$ cat src/rtl/write_buffer.sv
// Write-through store buffer between the data cache and main memory.
// In-order drain over req/ack, store merging, and read-miss forwarding.
module write_buffer #(
  parameter int ADDR_W = 32,
  parameter int DATA_W = 32,
  parameter int DEPTH  = 4
) (
  input  logic                         clk,
  input  logic                         rst_n,
  input  logic                         wr_en,
  input  logic [ADDR_W-1:0]            wr_addr,
  input  logic [DATA_W-1:0]            wr_data,
  output logic                         full,
  output logic                         empty,
  output logic [$clog2(DEPTH+1)-1:0]   count,
  output logic                         ovf,
  input  logic [ADDR_W-1:0]            lk_addr,
  output logic                         lk_hit,
  output logic [DATA_W-1:0]            lk_data,
  output logic                         mem_req,
  output logic [ADDR_W-1:0]            mem_addr,
  output logic [DATA_W-1:0]            mem_data,
  input  logic                         mem_ack
);

  localparam int PTR_W = $clog2(DEPTH);
  localparam int CNT_W = $clog2(DEPTH + 1);

  typedef enum logic {IDLE = 1'b0, REQ = 1'b1} state_t;
  state_t state;

  logic [DEPTH-1:0]  valid;
  logic [ADDR_W-1:0] addr_q [DEPTH];
  logic [DATA_W-1:0] data_q [DEPTH];
  logic [PTR_W-1:0]  head;
  logic [PTR_W-1:0]  tail;

  logic              merge_hit;
  logic [PTR_W-1:0]  merge_idx;
  logic              push_alloc;
  logic              push_drop;
  logic              pop;
  logic              nf_hit;
  logic              hd_hit;
  logic [DATA_W-1:0] nf_data;
  logic [DATA_W-1:0] hd_data;

  assign full  = (count == CNT_W'(DEPTH));
  assign empty = (count == '0) && (state == IDLE);

  // The head entry is "in flight" only while REQ is active; it never merges.
  always_comb begin
    merge_hit = 1'b0;
    merge_idx = '0;
    for (int i = 0; i < DEPTH; i++) begin
      if (valid[i] && (addr_q[i] == wr_addr) &&
          !((state == REQ) && (PTR_W'(i) == head))) begin
        merge_hit = 1'b1;
        merge_idx = PTR_W'(i);
      end
    end
  end

  assign push_alloc = wr_en && !merge_hit && !full;
  assign push_drop  = wr_en && !merge_hit && full;
  assign pop        = (state == REQ) && mem_ack;

  // A not-in-flight match is always younger than the in-flight head.
  always_comb begin
    nf_hit  = 1'b0;
    hd_hit  = 1'b0;
    nf_data = '0;
    hd_data = '0;
    for (int i = 0; i < DEPTH; i++) begin
      if (valid[i] && (addr_q[i] == lk_addr)) begin
        if ((state == REQ) && (PTR_W'(i) == head)) begin
          hd_hit  = 1'b1;
          hd_data = data_q[i];
        end else begin
          nf_hit  = 1'b1;
          nf_data = data_q[i];
        end
      end
    end
  end

  assign lk_hit  = nf_hit || hd_hit;
  assign lk_data = nf_hit ? nf_data : (hd_hit ? hd_data : '0);

  // Handshake: mem_req rises with mem_addr/mem_data already valid and holds them
  // frozen until a cycle with mem_ack=1; that edge completes the write and
  // drops mem_req for at least one cycle. mem_ack outside REQ is ignored.
  always_ff @(posedge clk or negedge rst_n) begin
    if (!rst_n) begin
      state    <= IDLE;
      valid    <= '0;
      head     <= '0;
      tail     <= '0;
      count    <= '0;
      ovf      <= 1'b0;
      mem_req  <= 1'b0;
      mem_addr <= '0;
      mem_data <= '0;
      for (int i = 0; i < DEPTH; i++) begin
        addr_q[i] <= '0;
        data_q[i] <= '0;
      end
    end else begin
      ovf <= push_drop;

      if (wr_en && merge_hit) begin
        data_q[merge_idx] <= wr_data;
      end

      if (push_alloc) begin
        valid[tail]  <= 1'b1;
        addr_q[tail] <= wr_addr;
        data_q[tail] <= wr_data;
        tail         <= tail + 1'b1;
      end

      if (pop) begin
        valid[head] <= 1'b0;
        head        <= head + 1'b1;
      end

      count <= count + CNT_W'(push_alloc) - CNT_W'(pop);

      case (state)
        IDLE: begin
          if (count != '0) begin
            mem_addr <= addr_q[head];
            // A merge into the head on this same edge must not be lost.
            mem_data <= (wr_en && merge_hit && (merge_idx == head)) ? wr_data
                                                                    : data_q[head];
            mem_req  <= 1'b1;
            state    <= REQ;
          end
        end
        REQ: begin
          if (mem_ack) begin
            mem_req <= 1'b0;
            state   <= IDLE;
          end
        end
        default: begin
          mem_req <= 1'b0;
          state   <= IDLE;
        end
      endcase
    end
  end

endmodule

$ cat config.mk
export PLATFORM = sky130hd
export DESIGN_NAME = write_buffer
export DESIGN_NICKNAME = d
export VERILOG_FILES = /design/src/rtl/write_buffer.sv
export SDC_FILE = /design/constraint.sdc
export NUM_CORES = 1
export LEC_CHECK = 0
export CAP_MARGIN = 10
export CORE_MARGIN = 1.5
export CORE_UTILIZATION = 39
export CTS_CLUSTER_SIZE = 8
export DETAILED_ROUTE_END_ITERATION = 10
export DONT_BUFFER_PORTS = 1
export GPL_ROUTABILITY_DRIVEN = 0
export PLACE_DENSITY = 0.61
export SLEW_MARGIN = 0
export SYNTH_ARGS = -nofsm -noshare
export SYNTH_HDL_FRONTEND = slang
export SYNTH_SLANG_ARGS = --single-unit
$ cat constraint.sdc
create_clock -name clk -period 5.1 [get_ports clk]
set_clock_uncertainty 0.1 [all_clocks]
set_input_delay 0.255 -clock clk [delete_from_list [all_inputs] [get_ports clk]]
set_output_delay 0.255 -clock clk [all_outputs]
set_load 0.01 [all_outputs]
Word-level counts from Yosys, hierarchy flattened

Index checks and enable logic that the tools add are counted.
Widths: inputs -> output; s select.

$add $sub $neg: 4
Order comparisons: 9
Equality and inequality tests: 15
Multiplexer cells: 69
Bitwise operators: 7
Reduce and logical (&&, ||, !) cells: 39

Operator list:

| cell                | count |
|---|---|
| $mux 32             | 25 |
| $bwmux 128          | 3 |
| $eq 32x32->1        | 8 |
| $mux 128            | 2 |
| $bmux 32 s2         | 2 |
| $demux 32 s2        | 2 |
| $logic_and 1x1->1   | 27 |
| $mux 1              | 27 |
| $ge 3x3->1 const B  | 3 |
| $not 2->3           | 3 |
| $mux 4              | 2 |
| $logic_not 1->1     | 6 |
| $lt 2x3->1 const B  | 2 |
| $lt 3x1->1 const B  | 2 |
| $add 2x1->2 const B | 2 |
| $and 4x4->4         | 1 |
| $demux 1 s2         | 2 |
| $eq 2x2->1 const A  | 2 |
| $ge 2x1->1 const B  | 2 |
| $mux 2              | 2 |
| $not 4->4           | 1 |
| $or 4x4->4          | 1 |
| $pmux 1 s2          | 2 |
| $reduce_and 2->1    | 2 |
| 12 further kinds    | 12 |

Bits in registers: 334
Input port bits: 100
Output and inout bits: 104

Longest topological paths before layout

Gate-level depths: netlist (run 1).

Depth in word-level cells: 16
Gate-level depth with buffers: 20
Depth with buffers taken out: 15

Worst setup path after synthesis (run 1)

Ideal clock, no wire load.

Kind: reg2reg
Start: register head[1]
End: register count[2]
Arrival: 3.933 ns
Required time: 4.877 ns
Setup slack: 0.944 ns
Cell stages (with the launch flop): 21
Clock period less this slack: 4.156 ns
Cells stage by stage: dfrtp_1 clkbuf_1 clkbuf_1 clkbuf_1 inv_1 ha_1 nand2_1 nand3_1 nor4_1 nand3_1 and4_1 clkbuf_1 and2_1 clkbuf_1 inv_1 ha_1 inv_1 ha_1 fa_1 xnor2_1 xnor2_1

Cells in the longest elaborated chain, start to end: 13

RTL lines:

| item                               | RTL line | source |
|---|---|---|
| from (decl)                        | 35       | `logic [PTR_W-1:0] head;` |
| from (signal assigned)             | 124      | `head <= head + 1'b1;` |
| $logic_not 2->1                    | 57       | `!((state == REQ) && (PTR_W'(i) == head))) begin` |
| $logic_and 1x1->1                  | 57       |  |
| $logic_not 1->1                    | 57       |  |
| $logic_and 1x1->1                  | 56       | `if (valid[i] && (addr_q[i] == wr_addr) &&` |
| $mux 1 (3 in a row)                | 56       |  |
| $mux 1 (*)                         | 56       |  |
| $logic_not 1->1 (*)                | 64       | `assign push_alloc = wr_en && !merge_hit && !full;` |
| $logic_and 1x1->1 (*) (2 in a row) | 64       |  |
| $add 3x1->3 (*)                    | 127      | `count <= count + CNT_W'(push_alloc) - CNT_W'(pop);` |
| $sub 3x1->3 (*)                    | 127      |  |
| to (signal assigned)               | 127      |  |
| to (decl)                          | 15       | `output logic [$clog2(DEPTH+1)-1:0] count,` |

Every way passes the cells marked *; elsewhere a longest branch is shown, timed or not.
A chain may end at the register's enable or synchronous reset.

Worst setup path after layout (run 1)

Start: register addr_q[3] (netlist bit)
End: output lk_data[26]

Cells in the longest elaborated chain, start to end: 5

RTL lines:

| item                                     | RTL line | source |
|---|---|---|
| from (decl)                              | 33       | `logic [ADDR_W-1:0] addr_q [DEPTH];` |
| from (signal, indexed assignment)        | 117      | `addr_q[tail] <= wr_addr;` |
| $eq 32x32->1 (*)                         | 75       | `if (valid[i] && (addr_q[i] == lk_addr)) begin` |
| $logic_and 1x1->1 (*)                    | 75       |  |
| $mux 32 / $mux 1 (equally long branches) | 75       |  |
| $mux 32                                  | 88       | `assign lk_data = nf_hit ? nf_data : (hd_hit ? hd_data : '0);` |
| $mux 32 (*)                              | 88       |  |
| to (decl)                                | 19       | `output logic [DATA_W-1:0] lk_data,` |

Marks and branches as above.

==> results by group, run 1 <==
Status
  • Status: complete, but fails checks
  • Violated checks: negative hold slack, max-slew violations

STA
  • Crit path time final: 4.62 ns
  • Slew @ Worst Pin: 2.16 ns
  • Slew headroom: -44.1%
  • RSZ-0062 raised after global routing: no
  • Final hold vios: 334
  • Setup TNS: 0 ns
  • Fmax: 216 MHz
  • Hold WS: -0.702 ns
  • Count of final max-slew check failures: 195
  • Period utilization: 90.7%
  • # setup viols final: 0

Synthesis
  • Synth async-reset ratio: 100%
  • Synthesized cell area: 20200 um2
  • Syn Inst Count: 1789
  • Unique masters post-synth: 52
  • Ys flop type: dfrtp_1
  • #FFs+latches synth: 334
  • Post-Syn Nets: 1900
  • Synth Warn #: 0
  • Syn Area/Cell: 11.3 um2
  • EDFF count, synth: 0
  • Seq/Total Area, Yosys: 41.3%

Floorplan
  • # rows: 83
  • Die area: 53200 um2
  • Core Area: 51300 um2
  • Num ports: 204
  • Starting Density: 39.4%
  • DIE HEIGHT: 231 um
  • Die width: 231 um

Route
  • Routed Antenna Nets: 0
  • Top layer in use: met5
  • DR vias/cell: 6.28
  • Met3 wire len: 7360 um
  • TritonRoute pass-1 iters: 5
  • DR DRC count: 0
  • M1 wire length: 29000 um
  • Routed length per instance: 28.3 um
  • Routed wl met2: 30900 um
  • WL final: 70100 um
  • Initial drt markers: 1746
  • Routed vias: 15.6k

Global routing
  • First-pass GRT wire length: 105000 um
  • GRT Overall Usage: 26.4%
  • Initial antenna violation count: 4
  • Number of global-route vias before repair: 15.7k
  • Grt total ovfl: 0
  • Largest net degree at the start of global routing: 335

Pwr
  • Power density over cell area: 644 nW/um2
  • P_int: 0.00885 W
  • Switching part of the total: 39.7%
  • Sequential power share: 40.2%
  • Leakage: 9.13 nW
  • Clk pwr share: 20.0%
  • Power, Total: 0.0147 W
  • VDD IR max: 0.000411 V
  • Logic pwr share: 39.8%
  • Switching power: 0.00582 W

Place
  • Hpwl dp: 46400 um
  • Placed cells: 2352
  • I/O Buffers: 0
  • DP Area: 20800 um2

CTS
  • Hold Buf Count CTS: 65
  • Clock buffer depth: 3
  • Post-CTS Setup Inserts: 0
  • Insertion delay to the later sink of the worst-skew pair: 0.60 ns
  • Post-cts repair resize count: 0
  • H-tree Lvls: 2
  • Root buffer cell: clkbuf_16
  • CTS sink count: 334
  • Clock-pin slew on the worst setup and hold paths: 0.05 ns
  • CTS tree: built
  • Total CTS buffers: 48

Final layout
  • Layout overhead on the synthesized area: 12.6%
  • Fillers: 4759
  • Post-Layout Cell Count: 2476
  • Post-route cell area: 22800 um2
  • Total Nets Final: 1900
  • Ratio of cells with drive above 1 in the final layout: 25.8%

Worst setup path
  • Worst EP arrival: 4.27 ns
  • CP required: 4.74 ns
  • WS Path Type: reg -> out
  • Worst Setup End Kind: output pin
  • Critical Path Start Type: flip-flop
  • Maximum fanout along the worst path: 22
  • Largest stage delay on the critical path: 0.62 ns
  • Slowest CP cell: o311a_2
  • CP cell instances: xnor2_1 -> nand4_1 -> nor4_1 -> nand3_1 -> nor2_4 -> o311a_2 -> and2b_4 -> a221o_1

Job
  • Max Cap Violations: 0

Hold path
  • HP Class: in -> async
[routing by layer]
layer	GRT usage [%]	up-vias
met4	10.3	6
met5	0	-
li1	-	6539
met1	36.5	7959
met2	39.1	860
met3	7.15	188
[cell type report]
class	instances	area, um2	share of cell area, %
Multi-Input combinational cell	1258	11100	48.8
Sequential cell	334	8370	36.7
Clock buffer	50	1230	5.40
Timing Repair Buffer	100	932	4.09
Tap cell	680	851	3.74
Inverter	47	176	0.775
Clock inverter	4	85.1	0.374
Antenna cell	3	7.51	0.0330
[cell usage after synthesis (5+ instances only)]
library cell,number,area (um2)
xor2_1,72,631
nand2_1,69,259
nor3_1,11,55.1
buf_2,65,325
mux4_2,64,1440
inv_1,47,176
nand4_1,92,576
nand3b_1,15,113
a311oi_1,14,123
o211ai_1,32,240
ha_1,10,125
a221o_1,27,270
nor4_1,30,188
o21a_1,17,128
xnor2_1,188,1650
a21o_1,61,458
mux2_2,284,3200
dfrtp_1,334,8360
a21boi_0,13,97.6
or3_1,14,87.6
buf_1,7,26.3
and2_1,6,37.5
clkbuf_1,78,293
o21ai_0,60,300
nand3_1,52,260
a21oi_1,58,290
mux2_1,5,56.3
nor2_1,27,101
[power groups by stage]
stage | clock network, W | registers, W | logic, W
2_1_floorplan | 0 | 0.00519 | 0.00438
3_3_place_gp | 0 | 0.00581 | 0.00556
6_report | 0.00293 | 0.00590 | 0.00583
3_5_place_dp | 0 | 0.00590 | 0.00563
5_1_grt | 0.00310 | 0.00609 | 0.00617
4_1_cts | 0.00298 | 0.00587 | 0.00575
[worst max-delay path: cells and delay by family (launching register included)]
kind	cells	cell delay, ns
simple gates	5	1.99
compound gates	2	0.92
flops	1	0.42
xor+xnor	1	0.31
[metrics by stage]
| step | util (%) | worst slack, ns |
|---|---|---|
| after CTS | 44.3 | 0.610 |
| after global routing | 44.4 | 0.385 |
| after floorplan | - | 0.944 |
| after detailed placement | 40.5 | 1.14 |
| final | 44.4 | 0.476 |
| after global placement | 40.5 | 1.23 |
[placed cells by master (no fill, tap or decap), drive strengths merged, types with 2 or more instances in the layout]
master and count:
o21ai 62, buf 34, a211o 4, o31a 2, xnor2 188, xor2 72
mux4 64, nor3b 2, ha 10, a21oi 58, o21a 17, nor4b 3
nand3b 15, dfrtp 334, nand2 69, a31o 4, and2 6, diode 3
dlygate4sd3 65, mux2 289, nor2 27, o211ai 32, nor3 11, a221o 27
clkinv 3, inv 47, nor4 31, a21o 61, clkbuf 51, a21boi 13
nand4 92, a311oi 14, or2 2, nand3 56, or3 14, and2b 2
[registers in the layout (all words and copies together) (netlist names), 2 cells and up]
register and count:
addr_q 128, data_q 128, mem_addr 32, mem_data 32
valid 4, count 3, head 2, tail 2
[path summary, 6_finish.rpt]
| check | endpoint | from | slack (ns) | cells past startpoint |
|---|---|---|---|---|
| setup reg to reg | count[2] | head[1] | 1.08 | 15 |
| hold / removal | mem_addr[27] | rst_n | -0.70 | 0 |
| hold reg to reg | data_q[11] | data_q[11] | 0.42 | 1 |
| max in group asynchronous | head[0] | rst_n | 3.63 | 0 |
| min in group clk | state | mem_ack | 0.05 | 2 |
| setup / recovery | lk_data[26] | addr_q[3] | 0.48 | 8 |
[logic make-up (layout without fill, tap and decap cells)]
kind of cell / count (synthesis) / after routing / synth area share [%]
AOI/OAI and AO/OA: 299 / 299 / 10.1
xor gates and xnor gates: 260 / 260 / 11.3
adders and majority gates: 11 / 11 / 0.718
buffers and inverters: 197 / 201 / 4.06
DFF: 334 / 334 / 41.3
muxes: 353 / 353 / 23.2
other: 0 / 3 / 0
and+or+nand+nor: 335 / 335 / 9.24
(Power assumes the default switching activity.)
==> inputs of run 2 (changes only) <==
==> constraint.sdc (replaced) <==
create_clock -name clk -period 5.4 [get_ports clk]
set_clock_uncertainty 0.1 [all_clocks]
set_input_delay 0.27 -clock clk [delete_from_list [all_inputs] [get_ports clk]]
set_output_delay 0.27 -clock clk [all_outputs]
set_load 0.01 [all_outputs]
==> results by group, run 2 (synthesis results as in run 1) <==
Status
  • Status: complete, but fails checks
  • Violated checks: negative hold slack

Route
  • TritonRoute pass-1 iters: 7 (+2)
  • Initial drt markers: 1511 (-13%)
  • WL final: 68200 um (-2.8%)
  • DR DRC count: 0 (unchanged)
  • Routed vias: 15.3k (-1.3%)
  • Routed Antenna Nets: 0 (unchanged)
  • DR vias/cell: 6.22 (-0.99%)
  • Routed length per instance: 27.6 um (-2.4%)

Floorplan
  • Starting Density: 39.4% (unchanged)
  • Core Area: 51300 um2 (unchanged)
  • Die area: 53200 um2 (unchanged)
  • # rows: 83 (unchanged)
  • Die width: 231 um (unchanged)
  • DIE HEIGHT: 231 um (unchanged)
  • Num ports: 204 (unchanged)

Final layout
  • Total Nets Final: 1894 (-0.32%)
  • Most frequent cells in the layout: dfrtp_1, mux2_2, xnor2_1
  • Layout overhead on the synthesized area: 11.9%
  • Top flop regs: addr_q (128), data_q (128)
  • Most common cell after layout, fill and taps aside: dfrtp_1
  • Final Core Density: 44.1% (-0.27 points)
  • Fillers: 4769 (+0.21%)
  • Post-route cell area: 22600 um2 (-0.60%)
  • Ratio of cells with drive above 1 in the final layout: 25.5% (-0.28 points)

Job
  • Max Cap Violations: 0 (unchanged)

Worst setup path
  • CP cell instances: xnor2_1 -> nand4_1 -> nor4_1 -> nand4_1 -> buf_4 -> and2_1 -> buf_4 -> o311a_2 -> and2b_4 -> a221o_1
  • Worst EP arrival: 4.36 ns (+0.09 ns)
  • WS Path Type: reg -> out
  • Critical Path Start Type: flip-flop
  • Maximum fanout along the worst path: 49 (+120%)
  • Worst Setup End Kind: output pin
  • Worst r2r path cells: 15 (unchanged)
  • Slowest CP cell: nor4_1
  • WP buf/inv: 2 (+2)
  • Crit path depth: 10 (+2)
  • Top Family by Delay on Critical Path: simple AND/OR/NAND/NOR gates
  • Largest stage delay on the critical path: 0.79 ns (+0.17 ns)
  • CP required: 5.03 ns (+0.29 ns)

Place
  • Hpwl dp: 45200 um (-2.6%)
  • DP Area: 20700 um2 (-0.17%)
  • I/O Buffers: 0 (unchanged)

STA
  • Crit path time final: 4.73 ns
  • Hold WS: -0.677 ns (+0.0247 ns)
  • Count of final max-slew check failures: 0 (-100%)
  • # setup viols final: 0 (unchanged)
  • Setup TNS: 0 ns (unchanged)
  • Slew headroom: 26.1% (+70 points)
  • Period utilization: 87.5%
  • Final hold vios: 334 (unchanged)
  • Fmax: 212 MHz
  • RSZ-0062 raised after global routing: no
  • Slew @ Worst Pin: 1.11 ns (-1.06 ns)

Global routing
  • GRT Overall Usage: 25.6% (-0.77 points)
  • First-pass GRT wire length: 103000 um (-2.5%)
  • Grt total ovfl: 0 (unchanged)
  • Largest net degree at the start of global routing: 335 (unchanged)
  • Number of global-route vias before repair: 15.4k (-1.8%)
  • Initial antenna violation count: 2 (-2)

Pwr
  • Clk pwr share: 19.3% (-0.7 points)
  • Logic pwr share: 39.5% (-0.3 points)
  • Switching power: 0.00534 W (-8.2%)
  • Power density over cell area: 599 nW/um2 (-7.0%)
  • Sequential power share: 41.3% (+1.1 points)
  • Switching part of the total: 39.4% (-0.31 points)
  • Leakage: 9.06 nW (-0.70%)
  • P_int: 0.00822 W (-7.0%)
  • VDD IR max: 0.000360 V (-12%)

CTS
  • Total CTS buffers: 47 (-2.1%)
  • Root buffer cell: clkbuf_16
  • Hold Buf Count CTS: 65 (unchanged)
  • Post-CTS Setup Inserts: 0 (unchanged)
  • CTS tree: built
  • Clock-pin slew on the worst setup and hold paths: 0.05 ns (about the same)
  • CTS sink count: 334 (unchanged)
  • Post-cts repair resize count: 0 (unchanged)
  • H-tree Lvls: 2 (unchanged)
  • Insertion delay to the later sink of the worst-skew pair: 0.59 ns (about the same)
  • Clock buffer depth: 3 (unchanged)

Hold path
  • HP Class: in -> async
-- run 2: cell count changes in the layout (fill, tap and decap cells not counted), sizes merged --
cell and delta:
inv +2, bufinv -1, clkinv -3, buf -4, clkbuf -2
-- run 2: worst paths after layout --
kind,start,slack [ns],end
setup / recovery,addr_q[58],0.67,lk_data[26]
hold reg to reg,data_q[31],0.42,data_q[31]
min in group clk,mem_ack,0.05,mem_req
max in group asynchronous,rst_n,4.96,head[1]
hold / removal,rst_n,-0.68,mem_addr[24]
setup reg to reg,head[1],0.98,count[2]
-- run 2: final cells by class --
cell class                      instances  area [um2]  area share, %
Clock buffer                           49        1190           5.27
Timing Repair Buffer                   95         888           3.93
Inverter                               47         176          0.780
Tap cell                              680         851           3.76
Sequential cell                       334        8370           37.0
Antenna cell                            3        7.51         0.0332
Multi-Input combinational cell       1258       11100           49.1
Clock inverter                          2        28.8          0.127
-- run 2: layer usage --
layer | share of wire [%] | vias to the layer above | track usage, %
li1 | - | 6518 | -
met1 | 42 | 7901 | 34.8
met2 | 44 | 743 | 38.5
met3 | 9.5 | 185 | 6.89
met4 | 4.3 | 2 | 10.5
met5 | 0.019 | - | 0
-- run 2: power groups by stage --
stage	combinational [W]	sequential [W]	clock (W)
2_1_floorplan	0.00413	0.00490	0
3_3_place_gp	0.00511	0.00552	0
3_5_place_dp	0.00519	0.00561	0
4_1_cts	0.00530	0.00557	0.00267
5_1_grt	0.00568	0.00579	0.00277
6_report	0.00535	0.00560	0.00261
-- run 2: stage by stage --
| stage | cells | power [W] | worst slack, ns | hold slack, ns |
|---|---|---|---|---|
| floorplan | 1789 | 0.00903 | 1.24 | -0.126 |
| global placement | 2349 | 0.0106 | 1.13 | -0.0807 |
| detailed placement | 2349 | 0.0108 | 1.05 | -0.105 |
| CTS | 2465 | 0.0135 | 0.734 | -0.716 |
| global route | 2466 | 0.0142 | 0.566 | -0.693 |
| finish | 2468 | 0.0136 | 0.673 | -0.677 |
